<file path="config.mk">
export PLATFORM = sky130hd
export DESIGN_NAME = byte_serializer_flat
export DESIGN_NICKNAME = d
export VERILOG_FILES = /design/src/rtl/byte_serializer_if.sv /design/src/rtl/byte_serializer.sv /design/src/flat_wrapper.sv
export SDC_FILE = /design/constraint.sdc
export NUM_CORES = 1
export LEC_CHECK = 0
export BUFFER_PORTS_ARGS = -buffer_cell sky130_fd_sc_hd__buf_2
export CAP_MARGIN = 20
export CORE_MARGIN = 4
export CORE_UTILIZATION = 48
export DETAILED_ROUTE_END_ITERATION = 6
export PLACE_DENSITY = 0.83
export REMOVE_ABC_BUFFERS = 1
export SYNTH_ARGS = -nofsm -noshare
export SYNTH_HDL_FRONTEND = slang
export SYNTH_HIERARCHICAL = 1
export SYNTH_SLANG_ARGS = --single-unit
</file>
<file path="constraint.sdc">
create_clock -name clk -period 1.7 [get_ports clk]
set_input_delay 0.34 -clock clk [delete_from_list [all_inputs] [get_ports clk]]
set_output_delay 0.34 -clock clk [all_outputs]
set_load 0.03 [all_outputs]
</file>
<file path="src/rtl/byte_serializer_if.sv">
// Handshake bundle for byte_serializer: word-wide input side and byte-wide output side.
// The slave modport is the serializer's view; master is the driver/consumer view.
interface byte_serializer_if;
    logic [127:0] in_word;
    logic [3:0]   in_len;
    logic         in_valid;
    logic         in_ready;
    logic         abort;
    logic [7:0]   out_byte;
    logic         out_valid;
    logic         out_ready;
    logic         out_last;
    logic [3:0]   sel;
    logic         busy;

    modport slave (
        input  in_word, in_len, in_valid, abort, out_ready,
        output in_ready, out_byte, out_valid, out_last, sel, busy
    );

    modport master (
        output in_word, in_len, in_valid, abort, out_ready,
        input  in_ready, out_byte, out_valid, out_last, sel, busy
    );
endinterface

</file>
<file path="src/rtl/byte_serializer.sv">
// Steps the 128-to-8 byte mux through a held word, presenting each byte on a
// valid/ready stream with GAP idle cycles between accepted non-last bytes.

// Plain 16:1 byte mux on the held word; byte k sits at data[8k+7:8k].
module byte_mux_128to8 (
    input  logic [127:0] data,
    input  logic [3:0]   sel,
    output logic [7:0]   y
);
    assign y = data[{sel, 3'b000} +: 8];
endmodule

// state | meaning
// IDLE  | no word held, in_ready high unless abort or reset
// SEND  | byte at sel presented with out_valid high
// WAIT  | idle gap after an accepted non-last byte, gap_cnt counts down to 0
module byte_serializer #(
    parameter int GAP = 0
) (
    input  logic             clk,
    input  logic             nRst,
    byte_serializer_if.slave bus
);
    typedef enum logic [1:0] {IDLE, SEND, WAIT} state_t;

    localparam logic [7:0] GAP_LOAD = 8'(GAP - 1);

    state_t         state_q, state_d;
    logic [3:0]     sel_q, sel_d;
    logic [3:0]     len_q, len_d;
    logic [7:0]     gap_cnt_q, gap_cnt_d;
    logic [127:0]   word_q, word_d;

    assign bus.in_ready  = (state_q == IDLE) && !bus.abort && nRst;
    assign bus.out_valid = (state_q == SEND);
    assign bus.out_last  = (state_q == SEND) && (sel_q == len_q);
    assign bus.busy      = (state_q != IDLE);
    assign bus.sel       = sel_q;

    byte_mux_128to8 u_mux (
        .data (word_q),
        .sel  (sel_q),
        .y    (bus.out_byte)
    );

    always_comb begin
        state_d   = state_q;
        sel_d     = sel_q;
        len_d     = len_q;
        gap_cnt_d = gap_cnt_q;
        word_d    = word_q;
        case (state_q)
            IDLE: begin
                if (bus.in_valid && bus.in_ready) begin
                    word_d  = bus.in_word;
                    len_d   = bus.in_len;
                    sel_d   = 4'd0;
                    state_d = SEND;
                end
            end
            SEND: begin
                if (bus.out_ready) begin
                    if (sel_q == len_q) begin
                        state_d = IDLE;
                        sel_d   = 4'd0;
                    end else begin
                        sel_d = sel_q + 4'd1;
                        if (GAP != 0) begin
                            gap_cnt_d = GAP_LOAD;
                            state_d   = WAIT;
                        end
                    end
                end
            end
            WAIT: begin
                if (gap_cnt_q == 8'd0) begin
                    state_d = SEND;
                end else begin
                    gap_cnt_d = gap_cnt_q - 8'd1;
                end
            end
            default: state_d = IDLE;
        endcase
        // Abort overrides everything; a byte handshaking in the same cycle is dropped.
        if (bus.abort) begin
            state_d = IDLE;
            sel_d   = 4'd0;
        end
    end

    always_ff @(posedge clk) begin
        if (!nRst) begin
            state_q   <= IDLE;
            sel_q     <= 4'd0;
            len_q     <= 4'd0;
            gap_cnt_q <= 8'd0;
            word_q    <= 128'd0;
        end else begin
            state_q   <= state_d;
            sel_q     <= sel_d;
            len_q     <= len_d;
            gap_cnt_q <= gap_cnt_d;
            word_q    <= word_d;
        end
    end
endmodule

</file>
<file path="src/flat_wrapper.sv">
// flat-port wrapper written by rule: the top's interface ports become plain ports
module byte_serializer_flat 
#(
    parameter int GAP = 0
)
  (clk, nRst, bus_in_word, bus_in_len, bus_in_valid, bus_abort, bus_out_ready, bus_in_ready, bus_out_byte, bus_out_valid, bus_out_last, bus_sel, bus_busy);
  byte_serializer_if bus_i ();
  input  logic clk;
  input  logic nRst;
  input wire logic [$bits(bus_i.in_word)-1:0] bus_in_word;
  input wire logic [$bits(bus_i.in_len)-1:0] bus_in_len;
  input wire logic [$bits(bus_i.in_valid)-1:0] bus_in_valid;
  input wire logic [$bits(bus_i.abort)-1:0] bus_abort;
  input wire logic [$bits(bus_i.out_ready)-1:0] bus_out_ready;
  output wire logic [$bits(bus_i.in_ready)-1:0] bus_in_ready;
  output wire logic [$bits(bus_i.out_byte)-1:0] bus_out_byte;
  output wire logic [$bits(bus_i.out_valid)-1:0] bus_out_valid;
  output wire logic [$bits(bus_i.out_last)-1:0] bus_out_last;
  output wire logic [$bits(bus_i.sel)-1:0] bus_sel;
  output wire logic [$bits(bus_i.busy)-1:0] bus_busy;
  assign bus_i.in_word = bus_in_word;
  assign bus_i.in_len = bus_in_len;
  assign bus_i.in_valid = bus_in_valid;
  assign bus_i.abort = bus_abort;
  assign bus_i.out_ready = bus_out_ready;
  assign bus_in_ready = bus_i.in_ready;
  assign bus_out_byte = bus_i.out_byte;
  assign bus_out_valid = bus_i.out_valid;
  assign bus_out_last = bus_i.out_last;
  assign bus_sel = bus_i.sel;
  assign bus_busy = bus_i.busy;
  byte_serializer #(.GAP(GAP)) u_core (.clk(clk), .nRst(nRst), .bus(bus_i));
endmodule
</file>
* Yosys cells after proc, flatten, opt, wreduce, memory -nomap -nowiden
Index checks and enable logic that the tools add are counted.
Widths: inputs -> output; s select.
** Operators by class
- $add $sub $neg :: 2
- Equal/unequal tests :: 7
- Shifts and indexed selects :: 1
- Mux-type cells :: 9
- Bitwise gates (word level) :: 2
- Reduce and logical (&&, ||, !) cells :: 14
** Operators with widths (number)
- $shiftx 128x8->8 :: 1
- $mux 4 :: 3
- $logic_not 8->1 :: 1
- $mux 2 :: 4
- $pmux 4 s2 :: 1
- $sub 8x1->8 const B :: 1
- $pmux 2 s3 :: 1
- $add 4x1->4 const B :: 1
- $eq 4x4->1 :: 1
- $logic_and 1x1->1 :: 4
- $ne 2x1->1 const B :: 2
- $ne 2x2->1 const B :: 2
- $reduce_and 2->1 :: 2
- $reduce_and 4->1 :: 1
- $reduce_bool 2->1 :: 2
- $reduce_and 3->1 :: 1
- $eq 2x1->1 const B :: 1
- $eq 2x2->1 const B :: 1
- $logic_not 2->1 :: 1
- $not 1->1 :: 2
- $reduce_or 2->1 :: 1
- $logic_not 1->1 :: 1
** Word-level totals
- Register bits :: 146
- Bits of input ports :: 137
- Output and inout bits :: 16
- Logic and storage cells :: 40

* Logic depth before layout (Yosys ltp)
Gate-level depths: netlist of the first run.
- Depth after elaboration :: 6
- Gate-level depth with buffers :: 7
- Gate-level depth less buffers :: 4

* Hierarchy
The synthesis of the first run kept the hierarchy.
** Modules (own cells, without submodules)
- byte_serializer :: times used 1, cells an instance 612, area each 5205.0 µm², sequential area each 2742.6 µm²
- byte_mux_128to8 :: times used 1, cells an instance 70, area each 1033.5 µm², sequential area each 0.0 µm²

* Least setup slack after synthesis of the first run
No wires, ideal clock.
- Kind :: register to output
- Start :: reg u_core.sel_q[0] (netlist: u_core/bus.sel[0])
- End :: out bus_out_byte[5]
- Data arrival time :: 1.857 ns
- Required time :: 1.360 ns
- Setup slack :: -0.497 ns
- Stages on the path, launching flop included :: 6
- Path buffers :: 2
- Path through :: dfxtp_1 -> buf_6 -> buf_6 -> mux4_1 -> a22oi_1 -> nand2_1
** On the way
- Longest elaborated chain between the ends :: 1
** RTL lines
- from (decl) :: RTL line byte_serializer.sv:29 : logic [3:0] sel_q, sel_d;
- from (signal assigned) :: RTL line byte_serializer.sv:100 : sel_q <= sel_d;
- $shiftx 128x8->8 :: RTL line byte_serializer.sv:10 : assign y = data[{sel, 3'b000} +: 8];
- to (decl) :: RTL line flat_wrapper.sv:16 : output wire logic [$bits(bus_i.out_byte)-1:0] bus_out_byte;
No other way between the ends.

* Worst setup path after layout of the first run
- Start :: reg u_core.sel_q[0] (netlist: u_core/bus.sel[0])
- End :: out bus_out_byte[7]
The elaborated chain is that of the path after synthesis.

==> results_dict.tcl, run 1 <==
set metrics [dict create \
    status "finished with violations" \
    violations "setup timing" \
    cts_tree "built" \
    drv_slew 0 \
    hold_buffers 0 \
    startpoint "u_core/bus.sel[0]$_SDFFE_PP0P_" \
    crit_type "register to output port" \
    netlist_area_mm2 0.00624 \
    final_common_cell "nand2_1" \
    fillers 1082 \
    synth.largest_area_cell "dfxtp_1" \
    antenna_left 0 \
    reg2reg_from "u_core/bus.sel[0]$_SDFFE_PP0P_" \
    layout-drive-gt1-share 0.321 \
    clkSinkCount 137 \
    rrSetupSlack_ns 0.15 \
    grt_overflow 0 \
    drv_cap 0 \
    ys_warn_count 6 \
    synth_cells 682 \
    finalNonFillerCells 1020 \
    fin_setup_tns_ns -5.69 \
    syn_avg_cell_area_um2 9.15 \
    dr_total_vias 5280 \
    wl_per_cell_um 15.7 \
    finalClockSkew_ns 0.00592 \
    cp.arrival_ns 2.07 \
    antenna_found_initial 0 \
    hold_viol_final 0 \
    globalplace.congestion 0.782 \
    start_util 0.492 \
    num_antenna_cells 0 \
    dr.pass1.iters 5 \
    vias_per_cell 5.18 \
    grt_usage 0.219 \
    grt_first_pass_wirelength_um 25100 \
    crit_required_ns 1.36 \
    crit_end "bus_out_byte[7]" \
    dp.cells 983 \
    drc 0 \
    tightest_slew_ns 0.604 \
    synth_seq_cells 137 \
    synth_cell_types 29 \
    layout_common_cells "nand2_1, buf_2, dfxtp_1" \
    fmax_mhz 416 \
    ys_top_cells_by_area "dfxtp_1, nand2_1, a21boi_1, a21boi_0, mux4_2" \
    area_growth_syn_to_layout_pct 29.7 \
    hold_class "input pin to register" \
    ir_drop_mv 0.653 \
    critPathSlowestCell "mux4_2" \
    clock-root-buffer "clkbuf_16" \
    dieWidth_um 122 \
    h-tree-depth 4 \
    clkTransAtPathRegs_ns 0.06 \
    final_nets 975 \
    clock_path_buffers 2 \
    dp_hpwl_um 10700 \
    io_buffer_count 152 \
    wl_um 16100 \
    fin_crit_sh 1.41 \
    die_area_mm2 0.0149 \
    io_pins 153 \
    crit_chain "buf_12, buf_4, mux4_2, a22oi_2, nand2_1, buf_6" \
    power.density_mw_per_mm2 968 \
    critPathLaunchType "register" \
    max_stage_delay_ns 0.51 \
    leakage_nw 3.14 \
    std_cell_rows 41 \
    r2r-end "u_core/bus.sel[2]$_SDFFE_PP0P_" \
    path_max_fanout 6 \
    setup_violations 9 \
    numCtsBuffers 17 \
    grt_pass1_vias 5139 \
    die_y_um 122 \
    rsz0062_at_grt "true" \
    endpoint_kind "output port" \
    synth_top_area_frac 0.440 \
    synth-seq-area-share 0.440 \
    period_minus_slack_ns 2.41 \
    hold_ws_ns 0.152 \
    core_mm2 0.0127 \
    r2r_cells 7 \
    slew_headroom 0.597 \
    grt_start_max_net_pins 133 \
    drt-initial-drc-count 369 \
    clk_latency_ns 0.42 \
    timing.final.ws_setup_ns -0.705 \
]
[through the flow]
stage / worst slack [ns] / area (um2) / total power [mW] / utilization
global placement: -0.334 / 7250 / 4.00 / 0.572
CTS: -0.725 / 8050 / 7.88 / 0.635
global route: -0.784 / 8090 / 8.10 / 0.639
detailed placement: -0.397 / 7250 / 4.02 / 0.572
floorplan: -1.84 / 5900 / 3.70 / -
finish: -0.705 / 8090 / 7.83 / 0.639
[layer usage]
layer / vias up / part of all wire / track usage
li1: 2619 / - / -
met1: 2478 / 0.44 / 0.280
met2: 158 / 0.48 / 0.358
met3: 25 / 0.062 / 0.0608
met4: 0 / 0.017 / 0.0728
met5: - / 0 / 0
[logic make-up after synthesis]
| kind of cell | after synthesis | synth area share |
|---|---|---|
| AO/OA/AOI/OAI | 154 | 0.185 |
| XOR/XNOR | 4 | 0.00562 |
| AND/OR/NAND/NOR | 297 | 0.189 |
| adder cells (fa/ha/maj) | 1 | 0.00201 |
| flip-flops | 137 | 0.440 |
| buffers and inverters | 57 | 0.0544 |
| multiplexers | 32 | 0.124 |
[worst min-delay path by stage]
stage	cells after the start	slack, ns	endpoint	startpoint
floorplan	2	0.43	u_core/word_q[40]$_SDFFE_PN0P_	u_core/word_q[40]$_SDFFE_PN0P_
detailed placement	2	0.44	u_core/word_q[48]$_SDFFE_PN0P_	u_core/word_q[48]$_SDFFE_PN0P_
global route	3	0.15	u_core/word_q[66]$_SDFFE_PN0P_	bus_in_word[66]
global placement	2	0.44	u_core/word_q[66]$_SDFFE_PN0P_	u_core/word_q[66]$_SDFFE_PN0P_
finish	3	0.15	u_core/word_q[97]$_SDFFE_PN0P_	bus_in_word[97]
CTS	3	0.14	u_core/word_q[97]$_SDFFE_PN0P_	bus_in_word[97]
[final cells by class]
| cell class | instances | area [um2] | area share |
|---|---|---|---|
| multi-input cells | 488 | 3210 | 0.397 |
| flip-flops and latches | 137 | 2750 | 0.340 |
| repair buffers | 192 | 1290 | 0.160 |
| clock buffers | 23 | 478 | 0.0591 |
| well taps | 172 | 215 | 0.0266 |
| clock inverters | 7 | 141 | 0.0175 |
| inverters | 1 | 3.75 | 0.000464 |
[Yosys cell counts]
library cell	instances
nand3_1	1
and2b_1	1
a21boi_0	62
buf_2	22
nor2_1	5
clkbuf_1	15
a21oi_4	1
a22oi_1	16
a31oi_1	2
nand2b_2	1
and4bb_1	1
dfxtp_1	137
nand3b_4	1
a21boi_1	70
nor2b_1	2
mux4_2	18
inv_1	1
buf_4	11
mux4_1	14
clkdlybuf4s25_2	3
ha_1	1
buf_6	5
a21oi_1	2
nand4b_1	2
xnor2_1	4
nand4_1	5
nand2_1	277
o22ai_1	1
and2_1	1
[worst max-delay path: cells and delay by family (launching register included)]
family | cells | cell delay, ns
compound gates | 1 | 0.18
mux | 1 | 0.51
simple gates | 1 | 0.10
flops | 1 | 0.44
buf+inv | 3 | 0.43
[what timing repair did]
item                                    4_1_cts  5_1_grt
setup buffers                                 4        2
hold endpoints to repair                      0        0
gates cloned                                  2        0
endpoints found under the setup margin        9        9
gates resized for setup                      42       10
pin swaps                                    12        6
[power by group]
| group | switching, mW | internal, mW |
|---|---|---|
| Clock | 1.30 | 2.55 |
| Sequential | 0.0558 | 3.31 |
| Combinational | 0.300 | 0.307 |
| Total | 1.66 | 6.17 |
[registers in the layout (all words and copies together) (netlist names)]
signal          count
u_core/bus.sel      4
u_core/len_q        4
u_core/word_q     128
u_core/state_q      1
Power figures use the tool's default switching activity.
==> inputs of run 2 (changes only) <==
--- a/config.mk
+++ b/config.mk
@@ -7,7 +7,7 @@
 export LEC_CHECK = 0
 export BUFFER_PORTS_ARGS = -buffer_cell sky130_fd_sc_hd__buf_2
 export CAP_MARGIN = 20
-export CORE_MARGIN = 4
+export CORE_MARGIN = 10
 export CORE_UTILIZATION = 48
 export DETAILED_ROUTE_END_ITERATION = 6
 export PLACE_DENSITY = 0.83
==> run 2 against run 1 <==
The flow still finishes with violations (setup timing). Design area is 2.2% lower. Clock power shrank 12%. Count of clock-buffer cells in the layout grew 2. Critical path depth shrank 1. Worst setup slack improved by 0.015 ns. First-iteration DRC count up 10%. Register-to-register slack worse by 0.06 ns. Flip-flop and latch count unchanged. Die area up 21%. Cell count down 0.78%. Clock skew shrank 0.0015 ns.
==> results_dict.tcl, run 2 (synthesis results as in run 1) <==
set metrics [dict create \
    drt-initial-drc-count 406 \
    crit_type "register to output port" \
    clock_path_buffers 2 \
    fmax_mhz 418 \
    wl_per_cell_um 16.4 \
    placed_area_mm2 0.00719 \
    critPathSlowestCell "mux4_1" \
    hold_class "input pin to register" \
    crit_chain "buf_8, mux4_1, a22oi_2, nand2_2, buf_6" \
    violations "setup timing" \
    seqCellArea_mm2 0.00275 \
    r2r_cells 9 \
    hold_viol_final 0 \
    h-tree-depth 4 \
    clkTransAtPathRegs_ns 0.05 \
    fin_setup_tns_ns -5.43 \
    min-delay-start "bus_in_word[53]" \
    path_delay_family "multiplexers" \
    hold_ws_ns 0.158 \
    drv_cap 0 \
    io_pins 153 \
    dp.cells 977 \
    vias_per_cell 5.21 \
    tightest_slew_ns 0.626 \
    startpoint "u_core/bus.sel[0]$_SDFFE_PP0P_" \
    clock-root-buffer "clkbuf_16" \
    critPathLaunchType "register" \
    power.density_mw_per_mm2 932 \
    drc 0 \
    start_util 0.492 \
    dr_total_vias 5276 \
    antenna_left 0 \
    grt_start_max_net_pins 128 \
    finalClockSkew_ns 0.00439 \
    grt_first_pass_wirelength_um 26600 \
    core_mm2 0.0127 \
    critPathBufInv 2 \
    fillers 1104 \
    clkSinkCount 137 \
    rsz0062_at_grt "true" \
    status "finished with violations" \
    numCtsBuffers 17 \
    finalNonFillerCells 1012 \
    wl_um 16600 \
    grt_usage 0.184 \
    hold_buffers 0 \
    die_area_mm2 0.0180 \
    endpoint_kind "output port" \
    cp.arrival_ns 2.05 \
    final_nets 968 \
    area_growth_syn_to_layout_pct 26.8 \
    die_y_um 134 \
    largest-register "u_core/word_q" \
    final_common_cell "nand2_1" \
    std_cell_rows 41 \
    max_stage_delay_ns 0.60 \
    layout_common_cells "nand2_1, buf_2, dfxtp_1" \
    fin_crit_sh 1.41 \
    dieWidth_um 134 \
    dr.pass1.iters 4 \
    io_buffer_count 152 \
    slew_headroom 0.582 \
    fin_area_mm2 0.00791 \
    min_path_cells 3 \
    ir_drop_mv 0.634 \
    drv_slew 0 \
    rrSetupSlack_ns 0.09 \
    antenna_found_initial 0 \
    dp_hpwl_um 11600 \
    setup_violations 9 \
    globalplace.congestion 0.748 \
    cts_tree "built" \
    clk_latency_ns 0.41 \
    crit_required_ns 1.36 \
    crit_cells 5 \
    largest_reg_flops 128 \
    multi_input_area_mm2 0.00320 \
    grt_overflow 0 \
    leakage_nw 3.09 \
    power.total_mw 7.37 \
    path_max_fanout 9 \
    reg2reg_from "u_core/bus.sel[1]$_SDFFE_PP0P_" \
    period_minus_slack_ns 2.39 \
    timing.final.ws_setup_ns -0.691 \
    num_antenna_cells 0 \
    grt_pass1_vias 5359 \
    layout-drive-gt1-share 0.300 \
]
## run 2: changes by cell type in the layout (fill, tap and decap cells not counted), sizes merged
cell	previous run	this run
clkbuf	23	25
clkinvlp	1	0
buf	192	184
bufinv	4	2
bufbuf	0	1
## run 2: repair_timing
action                     4_1_cts  5_1_grt
setup endpoints to repair        9       13
gates cloned                     1        0
setup buffers                    1        4
gates resized for setup         27       15
pin swaps                        2        8
## run 2: tightest hold or removal path, cell delays in order
cell and delay, ns:
buf_2 0.09, nand2_1 0.04, a21boi_1 0.05
## run 2: power breakdown
group / total, mW / internal, mW / switching [mW]
registers: 3.37 / 3.31 / 0.0550
clock network: 3.41 / 2.16 / 1.24
logic: 0.601 / 0.304 / 0.297
total: 7.37 / 5.78 / 1.59
## run 2: area by class of cell
class | count | share of cell area
timing repair buffer | 185 | 0.152
sequential | 137 | 0.348
tap | 172 | 0.0272
multi-input combinational | 488 | 0.405
clock inverter | 4 | 0.00886
inverter | 1 | 0.000474
clock buffer | 25 | 0.0588
## run 2: routing by layer
layer	vias to the layer above	track usage	share of wire
met4	0	0.0665	0.017
li1	2608	-	-
met3	22	0.0653	0.071
met1	2489	0.228	0.44
met2	157	0.288	0.47
met5	-	0	0
## run 2: final timing paths
kind | endpoint
setup / recovery | bus_out_byte[3]
hold / removal | u_core/word_q[53]$_SDFFE_PN0P_
setup reg to reg | u_core/bus.sel[2]$_SDFFE_PP0P_
hold reg to reg | u_core/word_q[66]$_SDFFE_PN0P_
## run 2: through the flow
| step | setup slack [ns] | utilization |
|---|---|---|
| 2_1_floorplan | -1.84 | - |
| 3_5_place_dp | -0.337 | 0.567 |
| 4_1_cts | -0.710 | 0.619 |
| 3_3_place_gp | -0.309 | 0.567 |
| 5_1_grt | -0.725 | 0.624 |
| 6_report | -0.691 | 0.624 |
